==> src/rtl/regfile_pkg.sv <==
`default_nettype none
// ============================================================================
// Module  : regfile_pkg
// Purpose : Shared types and constants for the register-file write-back path.
// Revision: 1.0 - initial release
// ============================================================================
package regfile_pkg;

  localparam int REG_ADDR_W = 5;
  localparam int NUM_REGS   = 32;
  localparam int WB_XLEN    = 32;

  typedef logic [REG_ADDR_W-1:0] reg_addr_t;

  typedef struct packed {
    reg_addr_t          rd;
    logic [WB_XLEN-1:0] data;
  } wb_req_t;

  // x0 is hard-wired zero: a request to it is consumed but never written.
  function automatic logic rd_writes(input reg_addr_t rd);
    return (rd != '0);
  endfunction

endpackage
`default_nettype wire

==> src/rtl/sync_fifo.sv <==
`default_nettype none
// ============================================================================
// Module  : sync_fifo
// Purpose : Single-clock FIFO with full/empty flags and an occupancy count.
//           DEPTH must be a power of two and at least 2. Push when full and
//           pop when empty are ignored.
// Revision: 1.0 - initial release
// ============================================================================
module sync_fifo #(
  parameter int WIDTH = 8,
  parameter int DEPTH = 4
) (
  input  logic                     clk,
  input  logic                     rst_n,
  input  logic                     i_push,
  input  logic [WIDTH-1:0]         i_data,
  input  logic                     i_pop,
  output logic [WIDTH-1:0]         o_data,
  output logic                     o_full,
  output logic                     o_empty,
  output logic [$clog2(DEPTH):0]   o_count
);

  localparam int c_AW = $clog2(DEPTH);

  logic [WIDTH-1:0] r_mem [DEPTH];
  logic [c_AW:0]    r_wptr;
  logic [c_AW:0]    r_rptr;
  logic             w_do_push;
  logic             w_do_pop;

  // Pointers carry one extra wrap bit so full and empty are distinguishable.
  assign o_count   = r_wptr - r_rptr;
  assign o_empty   = (r_wptr == r_rptr);
  assign o_full    = (o_count == (c_AW+1)'(DEPTH));
  assign w_do_push = i_push & ~o_full;
  assign w_do_pop  = i_pop & ~o_empty;
  assign o_data    = r_mem[r_rptr[c_AW-1:0]];

  // Pointer update; reset returns the FIFO to empty.
  always_ff @(posedge clk or negedge rst_n) begin
    if (!rst_n) begin
      r_wptr <= '0;
      r_rptr <= '0;
    end else begin
      if (w_do_push) r_wptr <= r_wptr + 1'b1;
      if (w_do_pop)  r_rptr <= r_rptr + 1'b1;
    end
  end

  // Storage array; contents are don't-care while the slot is unoccupied.
  always_ff @(posedge clk) begin
    if (w_do_push) r_mem[r_wptr[c_AW-1:0]] <= i_data;
  end

endmodule
`default_nettype wire

==> src/rtl/regfile_writeback.sv <==
`default_nettype none
// ============================================================================
// Module  : regfile_writeback
// Purpose : Owns the register-file write port. Merges single-cycle ALU
//           results with in-order load returns (ALU has priority), and keeps
//           a per-register busy scoreboard for decode hazard stalls.
//           Optional macro REGFILE_WB_FWD_EN: clears busy on the edge rf_we
//           rises and adds fwd_hit1/fwd_hit2/fwd_data forwarding outputs.
// Revision: 1.0 - initial release
// ============================================================================
module regfile_writeback
  import regfile_pkg::*;
#(
  parameter int XLEN     = 32,
  parameter int LQ_DEPTH = 4,
  parameter int RB_DEPTH = 2
) (
  input  logic                  clk,
  input  logic                  rst_n,
  input  logic                  i_alu_valid,
  input  logic [REG_ADDR_W-1:0] i_alu_rd,
  input  logic [XLEN-1:0]       i_alu_data,
  input  logic                  i_ld_issue,
  input  logic [REG_ADDR_W-1:0] i_ld_rd,
  output logic                  o_ld_issue_rdy,
  input  logic                  i_ld_rsp_valid,
  input  logic [XLEN-1:0]       i_ld_rsp_data,
  output logic                  o_ld_rsp_rdy,
  input  logic [REG_ADDR_W-1:0] i_dec_rs1,
  input  logic [REG_ADDR_W-1:0] i_dec_rs2,
  input  logic [REG_ADDR_W-1:0] i_dec_rd,
  output logic                  o_dec_hazard,
  output logic                  o_rf_we,
  output logic [REG_ADDR_W-1:0] o_rf_a3,
  output logic [XLEN-1:0]       o_rf_wd3
`ifdef REGFILE_WB_FWD_EN
  ,
  output logic                  o_fwd_hit1,
  output logic                  o_fwd_hit2,
  output logic [XLEN-1:0]       o_fwd_data
`endif
);

  // --------------------------------------------------------------------------
  // Declarations
  // --------------------------------------------------------------------------
  logic [NUM_REGS-1:0]        r_busy;
  logic [NUM_REGS-1:0]        w_busy_nxt;
  logic                       r_we;
  logic [REG_ADDR_W-1:0]      r_a3;
  logic [XLEN-1:0]            r_wd3;
`ifndef REGFILE_WB_FWD_EN
  logic                       r_ld;
`endif

  logic                       w_tag_push;
  logic                       w_tag_full;
  logic                       w_tag_empty;
  logic [REG_ADDR_W-1:0]      w_tag_head;
  logic [$clog2(LQ_DEPTH):0]  w_tag_cnt;

  logic                       w_rsp_push;
  logic                       w_rsp_full;
  logic                       w_rsp_empty;
  logic [XLEN-1:0]            w_rsp_head;
  logic [$clog2(RB_DEPTH):0]  w_rsp_cnt;
  logic                       w_has_tag;

  logic                       w_ld_pop;
  logic                       w_win_v;
  logic [REG_ADDR_W-1:0]      w_win_rd;
  logic [XLEN-1:0]            w_win_data;
  logic                       w_win_wr;

  logic                       w_set_en;
  logic                       w_clr_en;
  logic [REG_ADDR_W-1:0]      w_clr_rd;

  // --------------------------------------------------------------------------
  // Load tag and response queues
  // --------------------------------------------------------------------------
  // Both ready outputs are forced low while reset is held.
  assign o_ld_issue_rdy = rst_n & ~w_tag_full;
  assign o_ld_rsp_rdy   = rst_n & ~w_rsp_full;
  assign w_tag_push     = i_ld_issue & o_ld_issue_rdy;

  // A response is only kept if some issued tag is still waiting for data;
  // anything else has no destination and is dropped.
  assign w_has_tag  = (32'(w_tag_cnt) > 32'(w_rsp_cnt));
  assign w_rsp_push = i_ld_rsp_valid & o_ld_rsp_rdy & w_has_tag;

  sync_fifo #(
    .WIDTH (REG_ADDR_W),
    .DEPTH (LQ_DEPTH)
  ) u_tag_fifo (
    .clk     (clk),
    .rst_n   (rst_n),
    .i_push  (w_tag_push),
    .i_data  (i_ld_rd),
    .i_pop   (w_ld_pop),
    .o_data  (w_tag_head),
    .o_full  (w_tag_full),
    .o_empty (w_tag_empty),
    .o_count (w_tag_cnt)
  );

  sync_fifo #(
    .WIDTH (XLEN),
    .DEPTH (RB_DEPTH)
  ) u_rsp_fifo (
    .clk     (clk),
    .rst_n   (rst_n),
    .i_push  (w_rsp_push),
    .i_data  (i_ld_rsp_data),
    .i_pop   (w_ld_pop),
    .o_data  (w_rsp_head),
    .o_full  (w_rsp_full),
    .o_empty (w_rsp_empty),
    .o_count (w_rsp_cnt)
  );

  // --------------------------------------------------------------------------
  // Write-port arbitration: ALU first, otherwise the oldest buffered load.
  // The response-buffer head always pairs with the tag-FIFO head.
  // --------------------------------------------------------------------------
  assign w_ld_pop   = ~i_alu_valid & ~w_rsp_empty;
  assign w_win_v    = i_alu_valid | w_ld_pop;
  assign w_win_rd   = i_alu_valid ? i_alu_rd   : w_tag_head;
  assign w_win_data = i_alu_valid ? i_alu_data : w_rsp_head;
  assign w_win_wr   = w_win_v & rd_writes(w_win_rd);

  // Register the winner onto the write port; x0 targets are consumed silently.
  always_ff @(posedge clk or negedge rst_n) begin
    if (!rst_n) begin
      r_we  <= 1'b0;
      r_a3  <= '0;
      r_wd3 <= '0;
`ifndef REGFILE_WB_FWD_EN
      r_ld  <= 1'b0;
`endif
    end else begin
      r_we <= w_win_wr;
`ifndef REGFILE_WB_FWD_EN
      r_ld <= w_ld_pop & w_win_wr;
`endif
      if (w_win_wr) begin
        r_a3  <= w_win_rd;
        r_wd3 <= w_win_data;
      end
    end
  end

  assign o_rf_we  = r_we;
  assign o_rf_a3  = r_a3;
  assign o_rf_wd3 = r_wd3;

  // --------------------------------------------------------------------------
  // Busy scoreboard
  // --------------------------------------------------------------------------
  assign w_set_en = w_tag_push & rd_writes(i_ld_rd);

`ifdef REGFILE_WB_FWD_EN
  // With forwarding, decode can take the value off the write port, so the
  // register frees up as soon as the load wins arbitration.
  assign w_clr_en = w_ld_pop & rd_writes(w_tag_head);
  assign w_clr_rd = w_tag_head;
`else
  // Without forwarding, the register frees up once the rf_we cycle is over,
  // because the same-negedge read still returns the old value.
  assign w_clr_en = r_we & r_ld;
  assign w_clr_rd = r_a3;
`endif

  // Next busy vector: clear is applied first so a same-edge set wins.
  always_comb begin
    w_busy_nxt = '0;
    for (int i = 1; i < NUM_REGS; i++) begin
      w_busy_nxt[i] = (r_busy[i] & ~(w_clr_en & (w_clr_rd == REG_ADDR_W'(i))))
                    | (w_set_en & (i_ld_rd == REG_ADDR_W'(i)));
    end
  end

  // Scoreboard state; reset discards all outstanding loads.
  always_ff @(posedge clk or negedge rst_n) begin
    if (!rst_n) r_busy <= '0;
    else        r_busy <= w_busy_nxt;
  end

  assign o_dec_hazard = (rd_writes(i_dec_rs1) & r_busy[i_dec_rs1])
                      | (rd_writes(i_dec_rs2) & r_busy[i_dec_rs2])
                      | (rd_writes(i_dec_rd)  & r_busy[i_dec_rd]);

`ifdef REGFILE_WB_FWD_EN
  // --------------------------------------------------------------------------
  // Forwarding of the value currently on the write port
  // --------------------------------------------------------------------------
  assign o_fwd_hit1 = r_we & rd_writes(r_a3) & (r_a3 == i_dec_rs1);
  assign o_fwd_hit2 = r_we & rd_writes(r_a3) & (r_a3 == i_dec_rs2);
  assign o_fwd_data = r_wd3;
`endif

  // --------------------------------------------------------------------------
  // Protocol checks on the surrounding pipeline
  // --------------------------------------------------------------------------
  a_issue_to_busy: assert property (@(posedge clk) disable iff (!rst_n)
    (w_tag_push && rd_writes(i_ld_rd)) |-> !r_busy[i_ld_rd])
    else $error("regfile_writeback: load issued to busy register x%0d", i_ld_rd);

  a_rsp_no_tag: assert property (@(posedge clk) disable iff (!rst_n)
    i_ld_rsp_valid |-> !w_tag_empty)
    else $error("regfile_writeback: load response with no outstanding tag");

endmodule
`default_nettype wire
==> config.mk <==
export PLATFORM = sky130hd
export DESIGN_NAME = regfile_writeback
export DESIGN_NICKNAME = d
export VERILOG_FILES = /design/src/rtl/regfile_pkg.sv /design/src/rtl/sync_fifo.sv /design/src/rtl/regfile_writeback.sv
export SDC_FILE = /design/constraint.sdc
export NUM_CORES = 1
export LEC_CHECK = 0
export BUFFER_PORTS_ARGS = -buffer_cell sky130_fd_sc_hd__buf_2
export CORE_MARGIN = 5
export CORE_UTILIZATION = 35
export CTS_CLUSTER_DIAMETER = 100
export DETAILED_ROUTE_END_ITERATION = 10
export PLACE_DENSITY = 0.63
export SLEW_MARGIN = 20
export SYNTH_ARGS = -nofsm -noshare
export SYNTH_HDL_FRONTEND = slang
export SYNTH_SLANG_ARGS = --single-unit
==> constraint.sdc <==
create_clock -name clk -period 5.7 [get_ports clk]
set_input_delay 0.57 -clock clk [delete_from_list [all_inputs] [get_ports clk]]
set_output_delay 0.57 -clock clk [all_outputs]
set_load 0.02 [all_outputs]
---- Word level (Yosys, flattened, before mapping) ----
Memories as Yosys holds them, arrays and structs flattened.
Index checks and enable logic that the tools add are counted.
word-level totals
  output and inout port bits .............. 41
  register bits ........................... 80
  memories kept ........................... 2
  RAM bits ................................ 84
  input bits .............................. 94
  word-level logic and storage cells ...... 284
cells by class
  bitwise logic cells ..................... 180
  muxes and demuxes ....................... 12
  add/subtract/negate cells ............... 6
  reductions and logical operators ........ 5
  magnitude comparators ................... 4
  equality and inequality tests ........... 66
memory list
  name              words  bits a word  read ports  clocked after memory_dff  write ports  RTL line         source
  u_rsp_fifo.r_mem  2      32           1           0                         1            sync_fifo.sv:26  logic [WIDTH-1:0] r_mem [DEPTH];
  u_tag_fifo.r_mem  4      5            1           0                         1            sync_fifo.sv:26
operators with widths
  operator                                                                number
  5-bit equality test (second input constant)                             32
  1-bit AND                                                               110
  5-bit by 4-bit equality test with 1-bit output (second input constant)  16
  5-bit by 3-bit equality test with 1-bit output (second input constant)  8
  1-bit inverter                                                          36
  1-bit bitwise OR                                                        34
  32-bit two-way mux                                                      1
  5-bit nonzero test                                                      5
  5-bit by 2-bit equality test with 1-bit output (second input constant)  4
  5-bit by 6-bit < comparator with 1-bit output (second input constant)   3
  1-bit binary-select mux with 5-bit select                               3
  5-bit by 1-bit equality test with 1-bit output (second input constant)  2
  1-bit two-way mux                                                       7
  3-bit by 1-bit adder with 3-bit output (second input constant)          2
  5-bit two-way mux                                                       1
  2-bit by 1-bit adder with 2-bit output (second input constant)          2
  3-bit equality test                                                     1
  3-bit equality test (second input constant)                             1
  3-bit by 2-bit > comparator with 1-bit output                           1
  3-bit subtractor                                                        1
  2-bit equality test                                                     1
  2-bit equality test (second input constant)                             1
  2-bit subtractor                                                        1

---- Depth between registers and ports, before layout ----
Gate-level depths: netlist of run 1.
  depth in word-level cells ............... 9
  gate-level depth with buffers ........... 11
  depth with buffers taken out ............ 11

---- Modules after synthesis ----
From an unflattened synthesis of run 1, not the netlist that was laid out.
second synthesis, totals
  cell total of the unflattened synthesis .. 550
  area, all modules ....................... 8,040.2 µm²
by module, submodules not included
  module                   times used  area each (µm²)  cells an instance  seq. area each (µm²)
  regfile_writeback        1           4,289.1          353                1,751.7
  sync_fifo at u_rsp_fifo  1           2,547.4          125                2,021.9
  sync_fifo at u_tag_fifo  1           1,203.7          72                 750.7

---- Worst setup path after synthesis of run 1 ----
Ideal clock, no wire load.
  path kind ............................... register -> register
  from .................................... register u_tag_fifo.r_wptr[0]
  to ...................................... memory u_rsp_fifo.r_mem[1][0] in the netlist's numbering, enable pin
  period minus slack after synthesis ...... 3.084 ns
  library setup time ...................... 0.394 ns
  arrival time ............................ 2.690 ns
  path slack .............................. 2.616 ns
  stages on the path, launching flop included .. 11
  required time ........................... 5.306 ns
  path buffers ............................ 0
  path through ............................ dfrtp_1 inv_1 ha_1 inv_1 fa_1 ha_1 nor2b_1 o21ai_0 nand2_1 and3_1 and2_1
between the ends
  cells in the longest elaborated chain, start to end .. 6
RTL lines
  what                                           RTL line                 source
  from (decl)                                    sync_fifo.sv:27          logic [c_AW:0] r_wptr;
  from (signal assigned)                         sync_fifo.sv:46          if (w_do_push) r_wptr <= r_wptr + 1'b1;
  3-bit subtractor                               sync_fifo.sv:33          assign o_count = r_wptr - r_rptr;
  3-bit by 2-bit > comparator with 1-bit output  regfile_writeback.sv:89  assign w_has_tag = (32'(w_tag_cnt) > 32'(w_rsp_cnt));
  1-bit AND                                      regfile_writeback.sv:90  assign w_rsp_push = i_ld_rsp_valid & o_ld_rsp_rdy & w_has_tag;
  1-bit AND                                      sync_fifo.sv:36          assign w_do_push = i_push & ~o_full;
  1-bit two-way mux                              sync_fifo.sv:53          if (w_do_push) r_mem[r_wptr[c_AW-1:0]] <= i_data;
  1-bit two-way mux (implied by the code)        sync_fifo.sv:53
  to (decl)                                      sync_fifo.sv:26
No other way between the ends.

---- Worst setup path in the final report of run 1 ----
  from .................................... register u_tag_fifo.r_rptr[0]
  to ...................................... memory u_rsp_fifo.r_mem[1][2] in the netlist's numbering, enable pin
between the ends
  cells in the longest elaborated chain, start to end .. 6
RTL lines
  what                                           RTL line                 source
  from (decl)                                    sync_fifo.sv:28          logic [c_AW:0] r_rptr;
  from (signal assigned)                         sync_fifo.sv:47          if (w_do_pop) r_rptr <= r_rptr + 1'b1;
  3-bit subtractor                               sync_fifo.sv:33
  3-bit by 2-bit > comparator with 1-bit output  regfile_writeback.sv:89
  1-bit AND                                      regfile_writeback.sv:90
  1-bit AND                                      sync_fifo.sv:36
  1-bit two-way mux                              sync_fifo.sv:53
  1-bit two-way mux (implied by the code)        sync_fifo.sv:53
No other way between the ends.

==> results of run 1 <==
Yosys cell counts, types with 3 or more instances:
master           number  area [um^2]
o21ai_0             104          521
edfxtp_1             84         2520
dfrtp_1              80         2000
nand2_1              53          199
mux2i_1              48          480
mux2_4               27          405
mux4_2               19          428
clkbuf_1             12         45.0
inv_1                11         41.3
ha_1                 10          125
mux2_2                9          101
nor2_1                9         33.8
and3_1                7         43.8
nor2b_1               7         43.8
xnor2_1               7         61.3
nand3_1               6         30.0
a21oi_1               5         25.0
nand3b_1              5         37.5
xor2_1                5         43.8
and2_1                4         25.0
nand2b_1              4         25.0
nor3b_1               4         30.0
a211oi_1              3         22.5
buf_1                 3         11.3
buf_12                3         60.1
clkdlybuf4s50_2       3         33.8
nor3_1                3         15.0
metal layers:
| metal | track usage, % | vias to the layer above | routed length [um] |
|---|---|---|---|
| met1 | 19.3 | 2463 | 8180 |
| met2 | 21.9 | 177 | 8160 |
| li1 | - | 2407 | - |
| met3 | 4.77 | 21 | 1380 |
| met4 | 3.68 | 4 | 216 |
| met5 | 0 | - | 19 |
cells by family after synthesis:
logic type	after synthesis	synth area share (%)
and+or+nand+nor	112	7.28
adders and majority gates	11	1.87
xor gates and xnor gates	12	1.36
DFF	164	58.4
muxes	105	18.9
AOI/OAI and AO/OA	128	9.14
buffers and inverters	36	3.00
power by group:
group          leakage [nW]  switching (mW)  total, mW  internal [mW]
clock                 0.265           0.451       1.05          0.600
sequential             1.67           0.305       2.01           1.71
combinational          1.80            1.00       1.83          0.830
total                  3.73            1.76       4.90           3.14
placed cells by master, fill, tap and decap left out, types with 7 or more instances in the layout:
cell type,synthesis,final
edfxtp_1,84,84
o21ai_0,104,104
xnor2_1,7,7
mux2_2,9,9
inv_1,11,11
mux4_2,19,19
and3_1,7,7
mux2i_1,48,48
mux2_4,27,27
nand2_1,53,53
dfrtp_1,80,79
clkbuf_16,0,18
ha_1,10,10
nor2b_1,7,7
buf_2,1,133
nor2_1,9,9
repair_timing:
item | CTS | global route
gates resized for setup | 0 | 0
endpoints found under the hold margin | 5 | 0
setup endpoints to repair | 0 | 0
hold buffers | 1 | 0
sequential cells by signal, indices dropped and copies added, names as in the netlist:
name,count
u_tag_fifo.r_mem,20
u_rsp_fifo.r_wptr,2
r_busy,31
r_ld,1
o_rf_we,1
o_rf_wd3,32
u_rsp_fifo.r_mem,64
o_rf_a3,5
u_tag_fifo.r_wptr,3
u_rsp_fifo.r_rptr,2
u_tag_fifo.r_rptr,3
worst max-delay path: stages (launching register included):
cell     delay (ps)
dfrtp_1         660
ha_1            230
inv_1            50
fa_1            480
ha_1            310
nor2b_1         120
o21ai_0          80
nand2_1          60
and3_1          190
and2_1          730
buf_4           400
per-stage QoR:
stage,instance area [um^2],setup WS [ps],util (%),std cells
floorplan,7750,2620,-,568
global placement,8630,2100,39.5,963
detailed placement,8630,2100,39.5,963
CTS,9180,2050,42.1,996
global route,9190,1910,42.1,996
finish,9190,2080,42.1,996
area by class of cell:
class                   count  area [um^2]
multi-input cells         368         2990
clock inverters             9         68.8
inverters                  11         41.3
repair buffers            141          732
clock buffers              23          479
well taps                 280          350
flip-flops and latches    164         4530
fillers                  2042        12600
path summary, 6_finish.rpt:
check | from | end | slack [ps]
max in group asynchronous | rst_n | u_rsp_fifo.r_rptr[0] | 4250
min | i_ld_rsp_data[10] | u_rsp_fifo.r_mem[0][10] | 330
min in group asynchronous | rst_n | o_rf_wd3[28] | 510
max | u_tag_fifo.r_rptr[0] | u_rsp_fifo.r_mem[1][2] | 2080
min reg2reg | u_rsp_fifo.r_wptr[1] | u_rsp_fifo.r_wptr[1] | 490
max reg2reg | u_tag_fifo.r_rptr[0] | u_rsp_fifo.r_mem[1][2] | 2080
==> metrics.cfg, run 1 <==
[status]
outcome = finished, final reports clean

[worst_hold_path]
hold_depth = 1
hold_path.class = input pin to flip-flop

[sta]
relSlewSlack_pct = 40.8
whs_ps = 334
finalCritPeriodShare_pct = 63.4
final_max_slew_viol_count = 0
hold_viol_final = 0
clock_skew_ps = 11.1
rsz0062_at_grt = no
worst-slew-pin-transition_ps = 889
min_period_ps = 3620
fmax_mhz = 277
tns_ps = 0
setup_violations = 0

[cts]
insertion_delay_ps = 420
tritoncts = yes
htreeDepth = 4
cts-root-buf = clkbuf_16
clockBufferDepth = 2
numCtsBuffers = 17
post_cts_buffers = 0
cts.sinks = 164
cts.reportedPaths.clkPinSlew_ps = 70

[die]
die_h_um = 159
boundaryPins = 135
dieArea_um2 = 25200
core.rowCount = 54
start_util_pct = 35.5
core_um2 = 21800
die_x_um = 159

[power]
p_total_mw = 4.90
power.density_nw_per_um2 = 533
p_leak_nw = 3.73
ir_drop_mv = 0.255

[grt]
grt-ovfl-total = 0
grt_use_total_pct = 14.2
grt_max_degree = 78
grt_pass1_wl_um = 28800
antenna_found_initial = 2
first_global_vias = 5191

[critical_path]
arrival_ps = 3710
reg2reg_depth = 10
critPathRequiredTime_ps = 5800
critPathKind = flip-flop to flip-flop
worstPathMaxFanout = 17
end_kind = flip-flop
start_kind = flip-flop

[placed_design]
port_buffers = 134
dp_hpwl_um = 12700
gp_congestion = 0.817

[drt]
vias = 5072
wire_per_inst_um = 18.0
via_per_inst = 5.09
ant_nets = 0
drt_pass1_iterations = 6
drt_iter0_markers = 284
drt-total-wl_um = 18000
drc = 0

[logic_synthesis]
syn-cell-area_um2 = 7750
synth_cell_type_count = 54
synth_nets = 673
yosysWarnings = 0
synth-edff-count = 84
synth.yosys.seq_area_share_pct = 58.4
synth-seq-cells = 164
netlist_instances = 568
syn_avg_cell_area_um2 = 13.6
synth-main-ff-cell = edfxtp_1
synthArstFlopShare_pct = 48.8

[layout]
fin_nets = 808
n_antenna_cell = 0
area_growth_pct = 18.6
drive_gt1_share_pct = 31.7

[job]
drv_cap = 0

No activity file was read; power rests on OpenSTA's default activity.
==> run 2, diff against run 1 <==
clock period = 3.4 ns   (was 5.7 ns; I/O delays follow)
==> metrics.cfg, run 2 (synthesized netlist as in run 1, its figures left out) <==
[layout]
final_cell_mix = buf_2 (133), o21ai_0 (104), edfxtp_1 (84)
regArea_um2 = 4530  ; unchanged
area_growth_pct = 19.7
drive_gt1_share_pct = 32.2  ; +0.47 points
multiInputGateArea_um2 = 2990  ; unchanged
final_common_cell = buf_2
fin_nets = 810  ; +0.25%
largest_register_ffs = 64  ; unchanged
n_antenna_cell = 0  ; unchanged
design_area_um2 = 9270  ; +0.93%
num-fill-cells = 2012  ; -1.5%

[drt]
ant_nets = 0  ; unchanged
vias = 5031  ; -0.81%
via_per_inst = 5.04  ; -1.0%
drt_iter0_markers = 412  ; +45%
wire_per_inst_um = 17.8  ; -1.6%
drc = 0  ; unchanged
drt_pass1_iterations = 5  ; -1
drt-total-wl_um = 17700  ; -1.4%

[cts]
clockBufferDepth = 2  ; unchanged
insertion_delay_ps = 420  ; about the same
cts.sinks = 164  ; unchanged
cts.reportedPaths.clkPinSlew_ps = 60  ; about the same
tritoncts = yes
htreeDepth = 4  ; unchanged
cts-root-buf = clkbuf_16
numCtsBuffers = 17  ; unchanged

[critical_path]
arrival_ps = 3020  ; -690 ps
critPathKind = flip-flop to flip-flop
critPathRequiredTime_ps = 3700  ; -2100 ps
max_stage_delay_ps = 510  ; -220 ps
end_kind = flip-flop
crit_chain = buf_4, mux4_2, mux2i_1, and2_1, and4bb_1, or2_2, buf_4, mux2_2
critPathBufInv = 2  ; unchanged
start_kind = flip-flop
worstPathMaxFanout = 22  ; +5
path_delay_family = multiplexers
crit_top_cell = buf_4
cp_slowest_cell = mux4_2

[die]
die_x_um = 159  ; unchanged
core.rowCount = 54  ; unchanged
start_util_pct = 35.5  ; unchanged
die_h_um = 159  ; unchanged
boundaryPins = 135  ; unchanged
dieArea_um2 = 25200  ; unchanged
core_um2 = 21800  ; unchanged

[sta]
finalCritPeriodShare_pct = 80.0  ; +17 points
min_period_ps = 2720  ; -897 ps
fmax_mhz = 368  ; +33%
relSlewSlack_pct = 52.7  ; +12 points
hold_viol_final = 0  ; unchanged
rsz0062_at_grt = no
tns_ps = 0  ; unchanged
worst-slew-pin-transition_ps = 710  ; -179 ps
final_max_slew_viol_count = 0  ; unchanged
setup_violations = 0  ; unchanged
clock_skew_ps = 9.38  ; -1.70 ps

[placed_design]
gp_congestion = 0.828  ; +1.4%
port_buffers = 134  ; unchanged
dp_hpwl_um = 12700  ; unchanged
dpl_cell_area_um2 = 8670  ; +0.46%

[worst_hold_path]
hold_path.class = input pin to flip-flop

[grt]
grt-ovfl-total = 0  ; unchanged
grt_max_degree = 77  ; -1.3%
antenna_found_initial = 3  ; +1
first_global_vias = 5155  ; -0.69%
grt_use_total_pct = 14.1  ; -0.055 points
grt_pass1_wl_um = 28500  ; -1.2%

[job]
drv_cap = 0  ; unchanged

[power]
ir_drop_mv = 0.492  ; +93%
power.density_nw_per_um2 = 905  ; +70%
p_leak_nw = 3.78  ; +1.3%

[status]
outcome = finished, final reports clean

[run 2: cell count changes in the layout (fill, tap and decap cells not counted), sizes merged]
cell and delta:
buf +2, bufinv +2, clkbuf -2, clkinv +2
clkinvlp -2
[run 2: final cells by class]
type	count	area share, %
sequential	164	48.8
inverter	11	0.445
clock inverter	11	1.31
clock buffer	21	5.09
timing repair buffer	143	8.33
multi-input combinational	368	32.2
tap	280	3.78
[run 2: path summary, 6_finish.rpt]
path | start | end | slack, ps | cells after the start
max in group asynchronous | rst_n | u_rsp_fifo.r_rptr[0] | 2170 | 3
max reg2reg | u_tag_fifo.r_rptr[0] | o_rf_wd3[31] | 680 | 8
min in group asynchronous | rst_n | u_tag_fifo.r_rptr[0] | 310 | 2
max | u_tag_fifo.r_rptr[0] | o_rf_wd3[31] | 680 | 8
min | i_ld_rsp_data[28] | u_rsp_fifo.r_mem[1][28] | 110 | 1
min reg2reg | u_rsp_fifo.r_wptr[1] | u_rsp_fifo.r_wptr[1] | 490 | 1
[run 2: what timing repair did]
item | 4_1_cts | 5_1_grt
resized for setup | 0 | 0
hold endpoints to repair | 4 | 0
buffers inserted | 0 | 0
setup endpoints to repair | 0 | 0
hold buffers | 1 | 0
[run 2: routing by layer]
layer  track usage (%)  share of wire (%)
met2              20.7                 45
met4              3.64                1.3
met1              20.3                 46
met5                 0               0.19
met3              4.77                7.4
[run 2: power by group]
group          total [mW]  leakage (nW)  internal, mW  switching [mW]
Sequential           3.35          1.67          2.86           0.485
Clock                1.91         0.298          1.15           0.765
Combinational        3.13          1.81          1.43            1.69
[run 2: through the flow]
step                hold WS [ps]  power [mW]  setup slack, ps  cells  utilization (%)
finish                       111        8.39              681    998             42.5
global route                86.2        8.93              530    998             42.5
CTS                         87.6        8.48              669    998             42.5
detailed placement           160        6.54              692    965             39.7
global placement             158        6.49              718    965             39.7
floorplan                   44.4        5.61              316    568                -
==> run 3, diff against run 2 <==
ABC_AREA = 1   (was unset)
PLACE_DENSITY = 0.65   (was 0.63)
clock period = 2.19 ns   (was 3.4 ns; I/O delays follow)
==> metrics.cfg, run 3 <==
[logic_synthesis]
synth_cell_type_count = 27  ; -50%
ys_top_cells_by_count = nand2_1 (386), nor2_1 (103), nand3_1 (102)
synth-edff-count = 84  ; unchanged
ys_top_cells_by_area = edfxtp_1 (30%), dfrtp_1 (24%), nand2_1 (18%)
synth.yosys.seq_area_share_pct = 54.7  ; -3.7 points
synth-seq-cells = 164  ; unchanged
syn-cell-area_um2 = 8270  ; +6.8%
yosysTopAreaCellShare_pct = 30.5  ; -2.1 points
synth_top_cell_by_area = edfxtp_1
synth_nets = 1128  ; +68%
yosysWarnings = 0  ; unchanged
synthArstFlopShare_pct = 48.8  ; unchanged
synth-main-ff-cell = edfxtp_1
syn_avg_cell_area_um2 = 8.09  ; -41%
synth_most_common_cell = nand2_1
netlist_instances = 1023  ; +80%

[power]
switching_share_pct = 41.1  ; +6.0 points
power_frac_seq_pct = 35.7  ; -4.2 points
switching_power_mw = 5.93  ; +100%
pwr-share-comb_pct = 42.6  ; +5.3 points
internal-power_mw = 8.49  ; +56%
p_leak_nw = 4.91  ; +30%
pwr-share-clk_pct = 21.8  ; -1.0 points
power.density_nw_per_um2 = 1360  ; +51%
ir_drop_mv = 0.816  ; +66%

[layout]
fin_cells = 1539  ; +54%
drive_gt1_share_pct = 19.1  ; -13 points
final_cell_mix = nand2_1 (385), buf_2 (132), nand3_1 (102)
fin_nets = 1312  ; +62%
num-fill-cells = 2330  ; +16%
area_growth_pct = 27.9
n_antenna_cell = 0  ; unchanged
final_common_cell = nand2_1
largest_register_ffs = 64  ; unchanged

[sta]
relSlewSlack_pct = 39.5  ; -13 points
setup_ws_ps = -327  ; -1010 ps
min_period_ps = 2520  ; -202 ps
rsz0062_at_grt = yes
final_max_slew_viol_count = 0  ; unchanged
fmax_mhz = 397  ; +8.0%
tns_ps = -19660  ; -19,660 ps
hold_viol_final = 0  ; unchanged
setup_violations = 87  ; +87
clock_skew_ps = 15.3  ; +5.91 ps
worst-slew-pin-transition_ps = 905  ; +195 ps
finalCritPeriodShare_pct = 115  ; +35 points

[drt]
ant_nets = 0  ; unchanged
drt-total-wl_um = 23300  ; +31%
vias = 7468  ; +48%
drt_iter0_markers = 580  ; +41%
drt_pass1_iterations = 5  ; unchanged
drc = 0  ; unchanged
wire_per_inst_um = 15.1  ; -15%
via_per_inst = 4.85  ; -3.7%

[grt]
grt_use_total_pct = 17.7  ; +3.6 points
antenna_found_initial = 2  ; -1
grt_max_degree = 56  ; -27%
grt_pass1_wl_um = 37900  ; +33%
first_global_vias = 7516  ; +46%
grt-ovfl-total = 0  ; unchanged

[die]
start_util_pct = 35.4  ; -0.14 points
boundaryPins = 135  ; unchanged
die_x_um = 164  ; +3.1%
die_h_um = 164  ; +3.1%
dieArea_um2 = 26800  ; +6.4%
core.rowCount = 56  ; +3.7%
core_um2 = 23400  ; +7.2%

[worst_hold_path]
hold_path.class = input pin to flip-flop

[critical_path]
end_kind = flip-flop
start_kind = flip-flop
arrival_ps = 2640  ; -380 ps
worstPathMaxFanout = 27  ; +23%
critPathRequiredTime_ps = 2310  ; -1390 ps
critPathKind = flip-flop to flip-flop

[placed_design]
dp_hpwl_um = 16300  ; +28%
place_ws_ps = -340  ; -1030 ps
port_buffers = 134  ; unchanged
dp.cells = 1468  ; +52%
gp_congestion = 0.902  ; +9.0%

[cts]
cts-root-buf = clkbuf_16
htreeDepth = 4  ; unchanged
cts.sinks = 164  ; unchanged
numCtsBuffers = 17  ; unchanged
tritoncts = yes
cts.reportedPaths.clkPinSlew_ps = 70  ; about the same
clockBufferDepth = 2  ; unchanged
insertion_delay_ps = 430  ; about the same

[job]
drv_cap = 0  ; unchanged

[status]
violations = setup timing
outcome = finished with violations

-- run 3: kinds of logic after synthesis --
family                     Yosys count  share of synthesized area [%]
AOI/OAI and AO/OA                  103                           6.90
xor gates and xnor gates             8                          0.847
adders and majority gates           11                           1.75
buffers and inverters              136                           6.64
DFF                                164                           54.7
and+or+nand+nor                    601                           29.2
-- run 3: critical path, cell delays in order, from the launching register on --
cell and delay (ps):
dfrtp_2 430, ha_4 160, inv_2 40, fa_2 460, ha_4 290, inv_2 20, nor2_1 80, o21ai_1 60
nand2_1 60, nand2_1 50, nor2_2 110, inv_2 70, nor2_4 150, buf_12 210
-- run 3: worst paths after layout --
kind / from / to / slack, ps / cells after the start
worst max-delay path: u_tag_fifo.r_rptr[0] / u_rsp_fifo.r_mem[1][27] / -330 / 13
worst min-delay path: i_ld_rd[3] / u_tag_fifo.r_mem[3][3] / 90 / 1
worst max register to register: u_tag_fifo.r_rptr[0] / u_rsp_fifo.r_mem[1][27] / -330 / 13
worst min register to register: o_rf_wd3[29] / o_rf_wd3[29] / 470 / 2
max in group asynchronous: rst_n / u_tag_fifo.r_rptr[0] / 470 / 3
min in group asynchronous: rst_n / o_rf_wd3[15] / 420 / 3
-- run 3: what timing repair did --
action | in CTS | in global routing
hold endpoints to repair | 83 | 0
cloned | 0 | 0
resized for setup | 14 | 6
hold buffers | 34 | 0
setup buffers | 4 | 1
setup endpoints to repair | 82 | 93
pin swaps | 0 | 0
-- run 3: power groups by stage --
stage               logic [mW]  registers [mW]  clock network [mW]
finish                    6.14            5.14                3.14
CTS                       6.10            5.13                3.20
floorplan                 3.33            5.44                   0
detailed placement        5.77            5.18                   0
global route              6.91            5.27                3.32
global placement          5.69            5.14                   0
-- run 3: layer usage --
metal / part of all wire [%] / track usage (%)
met4: 1.3 / 4.54
met3: 7.6 / 4.17
met1: 42 / 22.9
met5: 0.060 / 0
met2: 49 / 30.1
-- run 3: metrics by stage --
stage	hold slack [ps]	util [%]	total power, mW	cell area, um^2
CTS	70.0	45.1	14.4	10600
global placement	146	40.6	10.8	9510
finish	90.0	45.2	14.4	10600
floorplan	-76.6	-	8.77	8320
global route	84.9	45.2	15.5	10600
detailed placement	148	40.6	10.9	9510
-- run 3: area by class of cell --
cell class / count / area [um^2] / share of cell area, %
tap: 319 / 399 / 3.77
inverter: 93 / 349 / 3.30
sequential: 164 / 4530 / 42.8
timing repair buffer: 208 / 1400 / 13.2
clock inverter: 14 / 179 / 1.69
clock buffer: 18 / 439 / 4.15
multi-input combinational: 723 / 3290 / 31.1
